===== config.mk =====
export PLATFORM = sky130hd
export DESIGN_NAME = step_dir_decoder_flat
export DESIGN_NICKNAME = d
export VERILOG_FILES = /design/src/rtl/stepper_pkg.sv /design/src/rtl/step_dir_decoder_if.sv /design/src/rtl/sync_ff.sv /design/src/rtl/step_dir_decoder.sv /design/src/flat_wrapper.sv
export SDC_FILE = /design/constraint.sdc
export NUM_CORES = 1
export LEC_CHECK = 0
export CAP_MARGIN = 40
export CORE_MARGIN = 3
export CORE_UTILIZATION = 50
export CTS_BUF_LIST = sky130_fd_sc_hd__clkbuf_4 sky130_fd_sc_hd__clkbuf_8 sky130_fd_sc_hd__clkbuf_16
export DETAILED_ROUTE_END_ITERATION = 7
export MAX_ROUTING_LAYER = met4
export PLACE_DENSITY = 0.7
export SKIP_LAST_GASP = 1
export SYNTH_ARGS = -nofsm -noshare
export SYNTH_HDL_FRONTEND = slang
export SYNTH_SLANG_ARGS = --single-unit

===== constraint.sdc =====
create_clock -name clk -period 7.1 [get_ports clk]
set_clock_uncertainty 0.15 [all_clocks]
set_input_delay 0.71 -clock clk [delete_from_list [all_inputs] [get_ports clk]]
set_output_delay 0.71 -clock clk [all_outputs]
set_load 0.02 [all_outputs]

===== src/rtl/stepper_pkg.sv =====
// Shared stepper definitions, used by both the step/dir generator and this receiver.
//   step_rx_state_t : receiver pulse-qualifier states
//   POS_W_DFLT      : default signed position width
//   PER_W_DFLT      : default unsigned step-period width
package stepper_pkg;

  typedef enum logic [1:0] {
    LOW  = 2'd0,
    QUAL = 2'd1,
    HIGH = 2'd2
  } step_rx_state_t;

  localparam int POS_W_DFLT = 32;
  localparam int PER_W_DFLT = 24;

endpackage


===== src/rtl/step_dir_decoder_if.sv =====
// Host-side bundle of the step/dir receiver.
//   master : drives the raw step/dir lines and the clear strobes, reads the readback
//   slave  : the decoder itself
//   step_in, dir_in       raw asynchronous lines
//   clear_pos, clear_err  synchronous strobes
//   position, step_evt, step_period, moving, dir_err, glitch_err  readback
interface step_dir_decoder_if
  import stepper_pkg::*;
#(
  parameter int POS_W = POS_W_DFLT,
  parameter int PER_W = PER_W_DFLT
) ();

  logic                    step_in;
  logic                    dir_in;
  logic                    clear_pos;
  logic                    clear_err;
  logic signed [POS_W-1:0] position;
  logic                    step_evt;
  logic        [PER_W-1:0] step_period;
  logic                    moving;
  logic                    dir_err;
  logic                    glitch_err;

  modport master (
    output step_in, dir_in, clear_pos, clear_err,
    input  position, step_evt, step_period, moving, dir_err, glitch_err
  );

  modport slave (
    input  step_in, dir_in, clear_pos, clear_err,
    output position, step_evt, step_period, moving, dir_err, glitch_err
  );

endinterface


===== src/rtl/sync_ff.sv =====
// N-stage flop synchroniser for one asynchronous input, cleared to 0 on reset.
//   clk   : system clock
//   reset : asynchronous, active-high
//   d_i   : asynchronous input
//   q_o   : synchronised output, N cycles behind d_i
module sync_ff #(
  parameter int N = 2
) (
  input  logic clk,
  input  logic reset,
  input  logic d_i,
  output logic q_o
);

  logic [N-1:0] sync_q;

  always_ff @(posedge clk or posedge reset) begin
    if (reset) begin
      sync_q <= '0;
    end else begin
      sync_q <= {sync_q[N-2:0], d_i};
    end
  end

  assign q_o = sync_q[N-1];

endmodule


===== src/rtl/step_dir_decoder.sv =====
// Receiving end of the step/dir motor interface. Synchronises the raw lines, rejects
// short step glitches, accumulates signed position, measures the step period and flags
// steps taken while dir was still settling.
//   clk   : system clock
//   reset : asynchronous, active-high
//   bus   : step_dir_decoder_if.slave (raw lines, clear strobes, readback)
//
// state | meaning
// LOW   | step_s low, waiting for a rising pulse
// QUAL  | step_s high, counting samples towards MIN_PULSE
// HIGH  | step accepted, waiting for step_s to fall
module step_dir_decoder
  import stepper_pkg::*;
#(
  parameter int SYNC_STAGES = 2,
  parameter int MIN_PULSE   = 2,
  parameter int DIR_SETUP   = 4,
  parameter int POS_W       = POS_W_DFLT,
  parameter int PER_W       = PER_W_DFLT,
  parameter int TIMEOUT     = 50000
) (
  input logic              clk,
  input logic              reset,
  step_dir_decoder_if.slave bus
);

  localparam logic [1:0] S_LOW  = LOW;
  localparam logic [1:0] S_QUAL = QUAL;
  localparam logic [1:0] S_HIGH = HIGH;

  localparam int HCNT_W = $clog2(MIN_PULSE + 1);
  localparam int DCNT_W = $clog2(DIR_SETUP + 1);

  localparam logic [HCNT_W-1:0] MIN_PULSE_C = HCNT_W'(MIN_PULSE);
  localparam logic [DCNT_W-1:0] DIR_SETUP_C = DCNT_W'(DIR_SETUP);
  localparam logic [PER_W-1:0]  PCNT_MAX    = {PER_W{1'b1}};
  localparam logic [PER_W-1:0]  TIMEOUT_M1  = PER_W'(TIMEOUT - 1);

  logic step_s;
  logic dir_s;

  logic [1:0]              state_q,   state_d;
  logic [HCNT_W-1:0]       hcnt_q,    hcnt_d;
  logic [DCNT_W-1:0]       dcnt_q,    dcnt_d;
  logic                    dir_prev_q;
  logic signed [POS_W-1:0] pos_q,     pos_d;
  logic [PER_W-1:0]        pcnt_q,    pcnt_d;
  logic [PER_W-1:0]        per_q,     per_d;
  logic                    moving_q,  moving_d;
  logic                    evt_q;
  logic                    dir_err_q, dir_err_d;
  logic                    gl_err_q,  gl_err_d;

  logic                    accept;
  logic                    glitch;
  logic                    dir_chg;
  logic                    dir_short;
  logic signed [POS_W-1:0] pos_base;
  logic [PER_W-1:0]        pcnt_inc;

  sync_ff #(.N(SYNC_STAGES)) u_sync_step (
    .clk   (clk),
    .reset (reset),
    .d_i   (bus.step_in),
    .q_o   (step_s)
  );

  sync_ff #(.N(SYNC_STAGES)) u_sync_dir (
    .clk   (clk),
    .reset (reset),
    .d_i   (bus.dir_in),
    .q_o   (dir_s)
  );

  always_comb begin
    state_d = state_q;
    hcnt_d  = hcnt_q;
    accept  = 1'b0;
    glitch  = 1'b0;
    case (state_q)
      S_LOW: begin
        if (step_s) begin
          if (MIN_PULSE <= 1) begin
            accept  = 1'b1;
            state_d = S_HIGH;
          end else begin
            hcnt_d  = HCNT_W'(1);
            state_d = S_QUAL;
          end
        end
      end
      S_QUAL: begin
        if (step_s) begin
          hcnt_d = hcnt_q + HCNT_W'(1);
          if (hcnt_d == MIN_PULSE_C) begin
            accept  = 1'b1;
            state_d = S_HIGH;
          end
        end else begin
          glitch  = 1'b1;
          state_d = S_LOW;
        end
      end
      S_HIGH: begin
        if (!step_s) begin
          state_d = S_LOW;
        end
      end
      default: state_d = S_LOW;
    endcase
  end

  // A dir edge seen in the accept cycle itself counts as zero stability.
  always_comb begin
    dir_chg   = (dir_s != dir_prev_q);
    dir_short = dir_chg || (dcnt_q < DIR_SETUP_C);
    if (dir_chg) begin
      dcnt_d = '0;
    end else if (dcnt_q == DIR_SETUP_C) begin
      dcnt_d = dcnt_q;
    end else begin
      dcnt_d = dcnt_q + DCNT_W'(1);
    end
  end

  // Homing clear is applied before the step so a coincident step counts from zero.
  always_comb begin
    pos_base = bus.clear_pos ? '0 : pos_q;
    pos_d    = pos_base;
    if (accept) begin
      pos_d = dir_s ? (pos_base + POS_W'(1)) : (pos_base - POS_W'(1));
    end
  end

  always_comb begin
    pcnt_inc = (pcnt_q == PCNT_MAX) ? pcnt_q : (pcnt_q + PER_W'(1));
    pcnt_d   = accept ? '0 : pcnt_inc;
    per_d    = (accept && moving_q) ? pcnt_inc : per_q;
    if (accept) begin
      moving_d = 1'b1;
    end else if (pcnt_q >= TIMEOUT_M1) begin
      moving_d = 1'b0;
    end else begin
      moving_d = moving_q;
    end
    // A new error in the same cycle as clear_err keeps the flag set.
    dir_err_d = (accept && dir_short) || (dir_err_q && !bus.clear_err);
    gl_err_d  = glitch || (gl_err_q && !bus.clear_err);
  end

  always_ff @(posedge clk or posedge reset) begin
    if (reset) begin
      state_q    <= S_LOW;
      hcnt_q     <= '0;
      dcnt_q     <= '0;
      dir_prev_q <= 1'b0;
      pos_q      <= '0;
      pcnt_q     <= '0;
      per_q      <= '0;
      moving_q   <= 1'b0;
      evt_q      <= 1'b0;
      dir_err_q  <= 1'b0;
      gl_err_q   <= 1'b0;
    end else begin
      state_q    <= state_d;
      hcnt_q     <= hcnt_d;
      dcnt_q     <= dcnt_d;
      dir_prev_q <= dir_s;
      pos_q      <= pos_d;
      pcnt_q     <= pcnt_d;
      per_q      <= per_d;
      moving_q   <= moving_d;
      evt_q      <= accept;
      dir_err_q  <= dir_err_d;
      gl_err_q   <= gl_err_d;
    end
  end

  assign bus.position    = pos_q;
  assign bus.step_evt    = evt_q;
  assign bus.step_period = per_q;
  assign bus.moving      = moving_q;
  assign bus.dir_err     = dir_err_q;
  assign bus.glitch_err  = gl_err_q;

endmodule


===== src/flat_wrapper.sv =====
// flat-port wrapper written by rule: the top's interface ports become plain ports
module step_dir_decoder_flat import stepper_pkg::*;
#(
  parameter int SYNC_STAGES = 2,
  parameter int MIN_PULSE   = 2,
  parameter int DIR_SETUP   = 4,
  parameter int POS_W       = POS_W_DFLT,
  parameter int PER_W       = PER_W_DFLT,
  parameter int TIMEOUT     = 50000
)
  (clk, reset, bus_step_in, bus_dir_in, bus_clear_pos, bus_clear_err, bus_position, bus_step_evt, bus_step_period, bus_moving, bus_dir_err, bus_glitch_err);
  step_dir_decoder_if #(.POS_W(POS_W), .PER_W(PER_W)) bus_i ();
  input logic clk;
  input logic reset;
  input wire logic [$bits(bus_i.step_in)-1:0] bus_step_in;
  input wire logic [$bits(bus_i.dir_in)-1:0] bus_dir_in;
  input wire logic [$bits(bus_i.clear_pos)-1:0] bus_clear_pos;
  input wire logic [$bits(bus_i.clear_err)-1:0] bus_clear_err;
  output wire logic [$bits(bus_i.position)-1:0] bus_position;
  output wire logic [$bits(bus_i.step_evt)-1:0] bus_step_evt;
  output wire logic [$bits(bus_i.step_period)-1:0] bus_step_period;
  output wire logic [$bits(bus_i.moving)-1:0] bus_moving;
  output wire logic [$bits(bus_i.dir_err)-1:0] bus_dir_err;
  output wire logic [$bits(bus_i.glitch_err)-1:0] bus_glitch_err;
  assign bus_i.step_in = bus_step_in;
  assign bus_i.dir_in = bus_dir_in;
  assign bus_i.clear_pos = bus_clear_pos;
  assign bus_i.clear_err = bus_clear_err;
  assign bus_position = bus_i.position;
  assign bus_step_evt = bus_i.step_evt;
  assign bus_step_period = bus_i.step_period;
  assign bus_moving = bus_i.moving;
  assign bus_dir_err = bus_i.dir_err;
  assign bus_glitch_err = bus_i.glitch_err;
  step_dir_decoder #(.SYNC_STAGES(SYNC_STAGES), .MIN_PULSE(MIN_PULSE), .DIR_SETUP(DIR_SETUP), .POS_W(POS_W), .PER_W(PER_W), .TIMEOUT(TIMEOUT)) u_core (.clk(clk), .reset(reset), .bus(bus_i));
endmodule

==> run metrics <==
asr flop ratio synth 100%; Sink Count between 90 and 100; synthesized area approximately 5500 um2; FMAX 253 MHz; vias after detailed routing roughly 4,400; hold buffer count at CTS 0; RSZ-0062 raised after global routing false; clock root buffer clkbuf_8; HP Class reg2reg; endpoints failing hold 0; relative slew slack 62.5%; critical setup path kind in2reg; CTS Buf Count 9; minimum clock period after layout a little under 4 ns; Max stage delay on crit path 0.44 ns; commonest non-fill, non-tap cells in the layout 96 x dfrtp_1, 84 x nand2_1, 65 x clkdlybuf4s50_1; area grow syn2layout 19.1%; # resized after CTS 0; maximum vdd drop 0.145 mV; Synthesized Nets 643; Unique masters post-synth 53; WL per Instance 14.4 um; max-cap violations 0; Post-synth EDFFs 0; fin. max-slew vios 0; die area roughly 12,000 um2; share of post-route cells with drive strength above 1 about 5.4%; grt ovf 0; Final setup viols 0; Core ar. 10,500 um2; Die Ht between 100 and 150 um; largest net degree at the start of global routing between 60 and 70; IO Port Bufs 65; Synth Flop Type dfrtp_1; CP Launch Type input port; CTS tree built; Fin Hold WS 0.196 ns; worst-path maximum fanout 33; clock transition at the registers of the reported paths ~0.09 ns; initial antenna violation count 0; Mapped Cells approximately 600; Final Power about 0.0019 W; CTS HTree Levels 3; most frequent CP cell o21ai_1; pre-CTS WS around 2.8 ns; # nets final between 700 and 800; Inserted Diodes 0; later-pin clock latency in the skew report 0.37 ns; Die Wd roughly 110 um; GRT Overall Usage 20.0%; row cnt 37; pwr dens ~280 nW/um2; outcome finished clean; Initial Util 52.5%; FF+latch count, synth 96; detailed placer's ending HPWL 8330 um; Post-Route WL 11,600 um; Slew @ Worst Pin ~0.56 ns; Vias/cell around 5.4; CP Data Arrival Time 4.07 ns; CP Data Required Time 7.22 ns; RD Place Congestion slightly below 0.9; # IOs 66; DRC 0; CP Capture Type flip-flop; post-route ant nets 0; slowest cell on the critical path fa_1; post-synthesis sequential area ratio a little over two fifths; post-CTS setup buffers 0; crit-path cells clkdlybuf4s50_1 -> buf_4 -> nand2b_1 -> fa_1 -> nor2b_1 -> o21ai_1 -> a21boi_1 -> o21ai_1 -> a211oi_1 -> o211ai_1 -> a31oi_1 -> o21a_1 -> nor3_1 -> o31ai_1; number of global-route vias before repair roughly 4,400; global-route wire length before repair approximately 20,000 um; setup TNS 0 ns; Iter 0 DRT Violations between 150 and 200; yosys warns 0; setup ws final 3.15 ns; period utilization a little under three fifths; drt pass-1 iters 6; most common library cell in the layout ignoring fill and taps dfrtp_1; deepest clock path buffer count 2; average size of a mapped cell roughly 9 um2; leakage between 3 and 4 nW
-- power by group --
group / leakage [nW] / switching (W) / internal, W
registers: 1.29 / 0.0000705 / 0.000652
logic: 1.67 / 0.000416 / 0.000327
clock network: 0.117 / 0.000196 / 0.000212
total: 3.07 / 0.000682 / 0.00119
-- final timing paths --
check,from,to,slack [ns],depth (start not counted)
min,u_core.u_sync_dir.sync_q[0],u_core.u_sync_dir.sync_q[1],0.20,0
max reg2reg,u_core.u_sync_dir.sync_q[1],u_core.bus.position[29],3.39,13
max,bus_clear_pos,u_core.bus.position[26],3.15,14
max in group asynchronous,reset,u_core.pcnt_q[14],5.41,4
min reg2reg,u_core.u_sync_dir.sync_q[0],u_core.u_sync_dir.sync_q[1],0.20,0
min in group asynchronous,reset,u_core.bus.dir_err,0.48,2
-- worst max-delay path: cells and delay by family --
family | cells | cell delay [ns]
adders and majority gates | 1 | 0.44
and+or+nand+nor | 3 | 0.41
buffers and inverters | 2 | 0.65
AOI/OAI and AO/OA | 8 | 1.86
-- cell usage after synthesis, types with 3 or more instances --
master	instances	area, um2
mux2_2	3	33.8
a21o_1	19	143
a211oi_1	4	30.0
o21ai_0	41	205
xor2_1	27	236
o21a_1	6	45.0
nand3_1	15	75.1
ha_1	37	463
xnor2_1	23	201
a21oi_1	21	105
nand2_1	84	315
o31ai_1	4	30.0
a31oi_1	3	18.8
and3_1	4	25.0
o21ai_1	29	145
clkbuf_1	17	63.8
inv_1	15	56.3
and4_4	3	33.8
o21bai_1	4	30.0
nor3_1	7	35.0
nand2b_1	11	68.8
nor2_1	48	180
nor2b_1	34	213
and4_1	4	35.0
a221oi_1	3	26.3
nand4_1	7	43.8
dfrtp_1	96	2400
-- final cells by class --
type / count / area [um2]
inverter: 16 / 61.3
multi-input combinational: 468 / 2990
clock inverter: 5 / 78.8
tap: 136 / 170
fill: 900 / 3940
timing repair buffer: 72 / 723
clock buffer: 11 / 145
sequential: 96 / 2400
-- flip-flops by register name, indices dropped and copies added, names as in the netlist, 2 cells and up --
signal and cells:
u_core.bus.position 32, u_core.bus.step_period 24, u_core.pcnt_q 24, u_core.dcnt_q 3, u_core.hcnt_q 2, u_core.state_q 2, u_core.u_sync_dir.sync_q 2, u_core.u_sync_step.sync_q 2
-- logic make-up (layout without fill, tap and decap cells) --
kind of cell	Yosys count	in the layout	synth area share, %
and+or+nand+nor	231	231	20.8
xor gates and xnor gates	50	50	7.93
buffers and inverters	35	104	2.38
DFF	96	96	43.5
adders and majority gates	38	38	8.75
AOI/OAI and AO/OA	145	145	15.8
muxes	4	4	0.793
-- layer usage --
layer  global-route usage [%]  part of all wire (%)
met1                     26.5                    49
met2                     31.8                    47
met3                     3.55                   3.0
met4                     5.84                   1.6
met5                        -                     0
-- metrics by stage --
| step | std cells | cell area [um2] | utilization, % |
|---|---|---|---|
| final | 804 | 6570 | 62.5 |
| after global routing | 804 | 6570 | 62.5 |
| after CTS | 804 | 6570 | 62.5 |
| after global placement | 787 | 6320 | 60.2 |
| after detailed placement | 788 | 6350 | 60.4 |
| after floorplan | 599 | 5520 | - |
Power figures use the tool's default switching activity.
==> patch 1, RTL diff (config.mk and constraints unchanged) <==
Make the reset (`reset`) synchronous in 2 clocked blocks. Comments in the files are not updated.
--- a/src/rtl/sync_ff.sv
+++ b/src/rtl/sync_ff.sv
@@ -14,7 +14,7 @@
 
   logic [N-1:0] sync_q;
 
-  always_ff @(posedge clk or posedge reset) begin
+  always_ff @(posedge clk) begin
     if (reset) begin
       sync_q <= '0;
     end else begin
--- a/src/rtl/step_dir_decoder.sv
+++ b/src/rtl/step_dir_decoder.sv
@@ -148,7 +148,7 @@
     gl_err_d  = glitch || (gl_err_q && !bus.clear_err);
   end
 
-  always_ff @(posedge clk or posedge reset) begin
+  always_ff @(posedge clk) begin
     if (reset) begin
       state_q    <= S_LOW;
       hcnt_q     <= '0;
Function: differs if reset is asserted again (counterexample within 10 cycles, from zero or initial values and one cycle with reset high); with reset held inactive, the same outputs for 10 cycles.
==> patch 1 against the unedited design <==
  * Maximum frequency increased by 8.4%
  * Final area decreased by 1.3%
  * Synthesized cell count increased by 15%
  * Utilization decreased by 1.4 points
  * Synthesized area increased by 1.0%
  * Sequential share of layout area decreased by 6.9 points
  * Sequential cell count unchanged
  * Die area increased by 0.94%
  * Highest routed layer unchanged
  * Wire length increased by 15%
  * Worst setup slack improved by 0.30 ns
Power is not compared: it rests on default switching activity, and its combinational part moved more than twofold at a synthesized area within 25%.
==> patch 1: results (changes against the unedited design) <==
INFO  routing        drt_pre_antenna_iters=5 [-1]
INFO  global_route   met1_usage=0.304 [+0.0392]
INFO  synthesis      synth_commonest_cells=dfxtp_1, nor2_1, nand2_1
INFO  layout         fin_cells=880 [+9.5%]
INFO  synthesis      ys_dominant_reg_cell=dfxtp_1
INFO  layout         filler_cell_count=943 [+4.8%]
INFO  placed_design  placed_cells_incl_taps=865 [+9.8%]
INFO  synthesis      synth_async_sr_flop_share=0 [-1.00]
INFO  global_route   global_route.usage.met2=0.343 [+0.0254]
INFO  synthesis      synth_area_leaders=dfxtp_1, ha_1, nor2_1
INFO  placed_design  dp_slack=3.09ns [+0.301 ns]
INFO  synthesis      synth.net_count=733 [+14%]
INFO  layout         final_nets=784 [+11%]
INFO  timing         fmax=275MHz [+8.4%]
INFO  critical_path  reg2regPathDepth=11 [-2]
INFO  critical_path  critPathLaunch=bus_clear_pos
INFO  global_route   grt_max_degree=77 [+26%]
INFO  timing         tightestPinTransition=0.878ns [+0.316 ns]
INFO  layout         share_of_cells_above_drive_strength_1=0.0497 [-0.00416]
INFO  critical_path  reg2reg_from=u_core.u_sync_dir.sync_q[1]$_SDFF_PP0_
INFO  synthesis      synth_area_per_cell=8.09um^2 [-12%]
INFO  routing        drt-initial-drc-count=342 [+83%]
INFO  critical_path  endpoint=u_core.bus.position[28]$_SDFF_PP0_
INFO  critical_path  arrival=3.79ns [-0.28 ns]
INFO  routing        detail_route.vias_per_cell=5.68 [+4.3%]
INFO  critical_path  ff2ff_setup_slack=3.81ns [+0.42 ns]
INFO  status         run_status=completed
INFO  global_route   vias_in_the_first_global_route=4718 [+7.3%]
INFO  synthesis      ys_types=58 [+9.4%]
INFO  routing        routed_wire_length_per_instance=15.1um [+4.7%]
INFO  placed_design  gp_congestion=0.875 [+0.67%]
INFO  global_route   gr-usage-met3=0.0505 [+0.0151]
INFO  synthesis      seq_area_frac_synth=0.345 [-0.0905]
[patch 1: cell count changes after synthesis, moves of 6 or more]
cell / delta
clkbuf_1: +8
nand4_1: +9
a21oi_1: +36
a211oi_1: +23
dfxtp_1: +96
nor2_1: +40
dfrtp_1: -96
nand2_1: -17
nor3b_1: +6
o21ai_1: -13
o21ai_0: -28
[patch 1: worst min-delay path by stage]
stage,cells after the start,endpoint,from,slack (ns)
detailed placement,1,u_core.u_sync_step.sync_q[1]$_SDFF_PP0_,u_core.u_sync_step.sync_q[0]$_SDFF_PP0_,0.29
floorplan,1,u_core.u_sync_dir.sync_q[1]$_SDFF_PP0_,u_core.u_sync_dir.sync_q[0]$_SDFF_PP0_,0.26
CTS,1,u_core.u_sync_step.sync_q[1]$_SDFF_PP0_,u_core.u_sync_step.sync_q[0]$_SDFF_PP0_,0.31
global placement,1,u_core.u_sync_dir.sync_q[1]$_SDFF_PP0_,u_core.u_sync_dir.sync_q[0]$_SDFF_PP0_,0.28
global route,1,u_core.u_sync_dir.sync_q[1]$_SDFF_PP0_,u_core.u_sync_dir.sync_q[0]$_SDFF_PP0_,0.32
finish,1,u_core.u_sync_step.sync_q[1]$_SDFF_PP0_,u_core.u_sync_step.sync_q[0]$_SDFF_PP0_,0.31
[patch 1: critical path, stage by stage]
cell	delay [ns]
clkdlybuf4s50_1	0.40
buf_4	0.25
nand2b_1	0.24
fa_1	0.41
and2b_1	0.25
o31ai_2	0.12
a2111oi_4	0.43
o21ai_1	0.15
a21oi_1	0.25
o21ai_1	0.11
mux2_1	0.32
o22ai_1	0.15
[patch 1: cells by family (layout without fill, tap and decap cells)]
group	count (synthesis)	after routing	share of synthesized area
mux	7	7	0.0130
simple gates	295	295	0.262
xor+xnor	43	43	0.0675
fa+ha+maj	38	38	0.0866
compound gates	166	166	0.195
buf+inv	44	99	0.0312
flops	96	96	0.345
[patch 1: power by group through the flow]
stage               Sequential [uW]  Clock (uW)  Combinational, uW
floorplan                       559           0               56.8
global placement                560           0               71.5
detailed placement              560           0               73.8
CTS                             548         345               74.3
global route                    549         361               84.2
finish                          548         334               75.0
[patch 1: layout make-up]
class	instances	area share
repair buffers	71	0.107
clock buffers	12	0.0235
well taps	136	0.0262
inverters	13	0.00752
clock inverters	3	0.00289
flip-flops and latches	96	0.296
multi-input cells	549	0.537
[patch 1: metrics by stage]
step / total power (uW) / instance area [um^2]
after floorplan: 616 / 5580
after global placement: 631 / 6310
after detailed placement: 634 / 6310
after CTS: 967 / 6480
after global routing: 994 / 6480
final: 957 / 6480
[patch 1: per-layer routing]
layer	wire (um)	share of wire
met5	0	0
met4	119	0.0090
met3	567	0.043
met2	5910	0.45
met1	6670	0.50
==> patch 2, RTL diff (config.mk and constraints unchanged) <==
Without the edit above. `TIMEOUT` is set to 50000 in 2 places; all go to 25000.
--- a/src/rtl/step_dir_decoder.sv
+++ b/src/rtl/step_dir_decoder.sv
@@ -17,7 +17,7 @@
   parameter int DIR_SETUP   = 4,
   parameter int POS_W       = POS_W_DFLT,
   parameter int PER_W       = PER_W_DFLT,
-  parameter int TIMEOUT     = 50000
+  parameter int TIMEOUT     = 25000
 ) (
   input logic              clk,
   input logic              reset,
--- a/src/flat_wrapper.sv
+++ b/src/flat_wrapper.sv
@@ -6,7 +6,7 @@
   parameter int DIR_SETUP   = 4,
   parameter int POS_W       = POS_W_DFLT,
   parameter int PER_W       = PER_W_DFLT,
-  parameter int TIMEOUT     = 50000
+  parameter int TIMEOUT     = 25000
 )
   (clk, reset, bus_step_in, bus_dir_in, bus_clear_pos, bus_clear_err, bus_position, bus_step_evt, bus_step_period, bus_moving, bus_dir_err, bus_glitch_err);
   step_dir_decoder_if #(.POS_W(POS_W), .PER_W(PER_W)) bus_i ();
Function: no difference found for any inputs over 10 cycles, from zero or initial values and one cycle with reset high; that may be too few to reach the edited logic, so the function may still have changed.
==> patch 2 against the unedited design <==
  * Sequential cell count did not move
  * Count of clock-buffer cells in the layout did not move
  * Largest power group unchanged
  * Synthesized area rose by 1.5%
  * Wire length is 4.2% higher
  * Power decreased by 1.9%
  * Clock power fell by 16%
  * Worst setup slack worse by 0.074 ns
  * First-iteration DRC count up 11%
  * Critical path type unchanged
  * Maximum frequency shrank 1.9%
  * Final area up 0.78%
==> patch 2: results (changes against the unedited design) <==
INFO  routing        drt-initial-drc-count=208 [+11%]
INFO  clock_tree     htree_levels=3 [unchanged]
INFO  placed_design  post-dp-hpwl=8.49mm [+1.9%]
INFO  layout         antenna-diode-count=0 [unchanged]
INFO  clock_tree     cts-buffers-inserted=9 [unchanged]
INFO  synthesis      ys_types=58 [+9.4%]
INFO  clock_tree     clk_transition_reported_paths=0.09ns [about the same]
INFO  critical_path  maximum_fanout_count_along_the_critical_path=20 [-39%]
INFO  pwr            irDropWorstVdd=0.000148V [+1.7%]
INFO  status         run_status=completed
INFO  timing         tightestPinTransition=0.598ns [+0.0362 ns]
INFO  placed_design  io_buffer_count=65 [unchanged]
INFO  critical_path  reg2regPathDepth=11 [-2]
INFO  min_path       hold_class=flip-flop to flip-flop
INFO  synthesis      synth_async_sr_flop_share=1.00 [unchanged]
INFO  synthesis      synth.net_count=657 [+2.2%]
INFO  critical_path  ff2ff_setup_slack=3.58ns [+0.19 ns]
INFO  critical_path  reg2reg_from=u_core.u_sync_dir.sync_q[1]$_DFF_PP0_
INFO  synthesis      synth_commonest_cells=dfrtp_1, nand2_1, o21ai_0
INFO  critical_path  cpLargestDelayFamily=compound AO/OA/AOI/OAI gates
INFO  global_route   global_route_wire_length_before_repair=20.7mm [+1.9%]
INFO  clock_tree     post_cts.resized_instances=0 [unchanged]
INFO  routing        drt_pre_antenna_iters=4 [-2]
INFO  clock_tree     postCtsSetupRepairBufs=0 [unchanged]
INFO  global_route   vias_in_the_first_global_route=4402 [+0.11%]
INFO  clock_tree     cts.path.max_buffers=2 [unchanged]
INFO  layout         share_of_cells_above_drive_strength_1=0.0544 [+0.000520]
INFO  min_path       hold_depth=0 [unchanged]
INFO  clock_tree     cts-root-buf=clkbuf_8
INFO  clock_tree     insertion_delay=0.38ns
INFO  critical_path  r2r_end=u_core.bus.position[30]$_DFF_PP0_
INFO  placed_design  gp_congestion=0.913 [+5.1%]
INFO  global_route   global_route.usage.total=0.204 [+0.00444]
INFO  critical_path  cell_at_the_slowest_stage_of_the_critical_path=clkdlybuf4s50_1
INFO  routing        vias=4499 [+2.7%]
INFO  pwr            total_leakage_power=0.00299uW [-2.7%]
INFO  global_route   grt_max_degree=66 [+8.2%]
INFO  critical_path  max_stage_delay=0.70ns [+0.26 ns]
INFO  critical_path  critPathLaunch=bus_clear_pos
INFO  placed_design  dp_area=6440um^2 [+1.5%]
INFO  pwr            switch_share=0.386 [+0.0213]
INFO  global_route   antenna_found_initial=0 [unchanged]
INFO  layout         final_nets=719 [+1.7%]
INFO  synthesis      seq_area_frac_synth=0.429 [-0.00651]
INFO  synthesis      synth_area_leaders=dfrtp_1, ha_1, nand2_1
INFO  layout         largest_reg_flops=32 [unchanged]
INFO  synthesis      ys.warnings.count=0 [unchanged]
INFO  routing        post_route_wl=12.1mm [+4.2%]
INFO  critical_path  arrival=4.11ns [+0.04 ns]
INFO  min_path       worst_min_delay_path_startpoint=u_core.u_sync_step.sync_q[0]$_DFF_PP0_
INFO  min_path       worst_hold_path.endpoint=u_core.u_sync_step.sync_q[1]$_DFF_PP0_
[patch 2: area by class of cell]
type                            instances  area, um^2
Fill cell                             956        4260
Multi-Input combinational cell        477        3050
Sequential cell                        96        2400
Timing Repair Buffer                   72         743
Tap cell                              140         175
Clock buffer                           11         139
Inverter                               19        73.8
Clock inverter                          5        40.0
[patch 2: worst max-delay path by stage]
stage,slack (ns),to,cells after the start
after detailed placement,2.75,u_core.bus.position[30]$_DFF_PP0_,12
after floorplan,3.73,u_core.bus.dir_err$_DFF_PP0_,1
after global placement,2.51,u_core.bus.position[28]$_DFF_PP0_,11
final,3.08,u_core.bus.position[30]$_DFF_PP0_,12
after global routing,2.80,u_core.bus.position[30]$_DFF_PP0_,12
after CTS,3.15,u_core.bus.position[30]$_DFF_PP0_,12
[patch 2: kinds of logic (layout without fill, tap and decap cells)]
kind of cell	Yosys count	after routing	synth area share
simple gates	243	243	0.215
buf+inv	40	107	0.0270
mux	2	2	0.00380
fa+ha+maj	38	38	0.0862
xor+xnor	50	50	0.0781
compound gates	144	144	0.161
flops	96	96	0.429
[patch 2: per-layer routing]
layer	wire (um)	GRT usage	vias to the layer above
met3	395	0.0321	16
met2	5440	0.311	71
li1	-	-	2268
met5	0	-	-
met4	201	0.0714	0
met1	6030	0.280	2144
[patch 2: through the flow]
step	cells	setup slack (ns)	hold slack [ns]	power, uW
after CTS	820	3.15	0.210	1850
final	820	3.08	0.206	1840
after detailed placement	804	2.75	0.189	1500
after global routing	820	2.80	0.223	1960
after global placement	802	2.51	0.182	1480
after floorplan	613	3.73	0.181	1230
[patch 2: power groups by stage]
stage                     Clock (uW)  Combinational [uW]  Sequential [uW]
after floorplan                    0                 410              819
after global placement             0                 746              737
after detailed placement           0                 766              739
after CTS                        353                 771              729
after global routing             373                 844              744
final                            343                 765              728
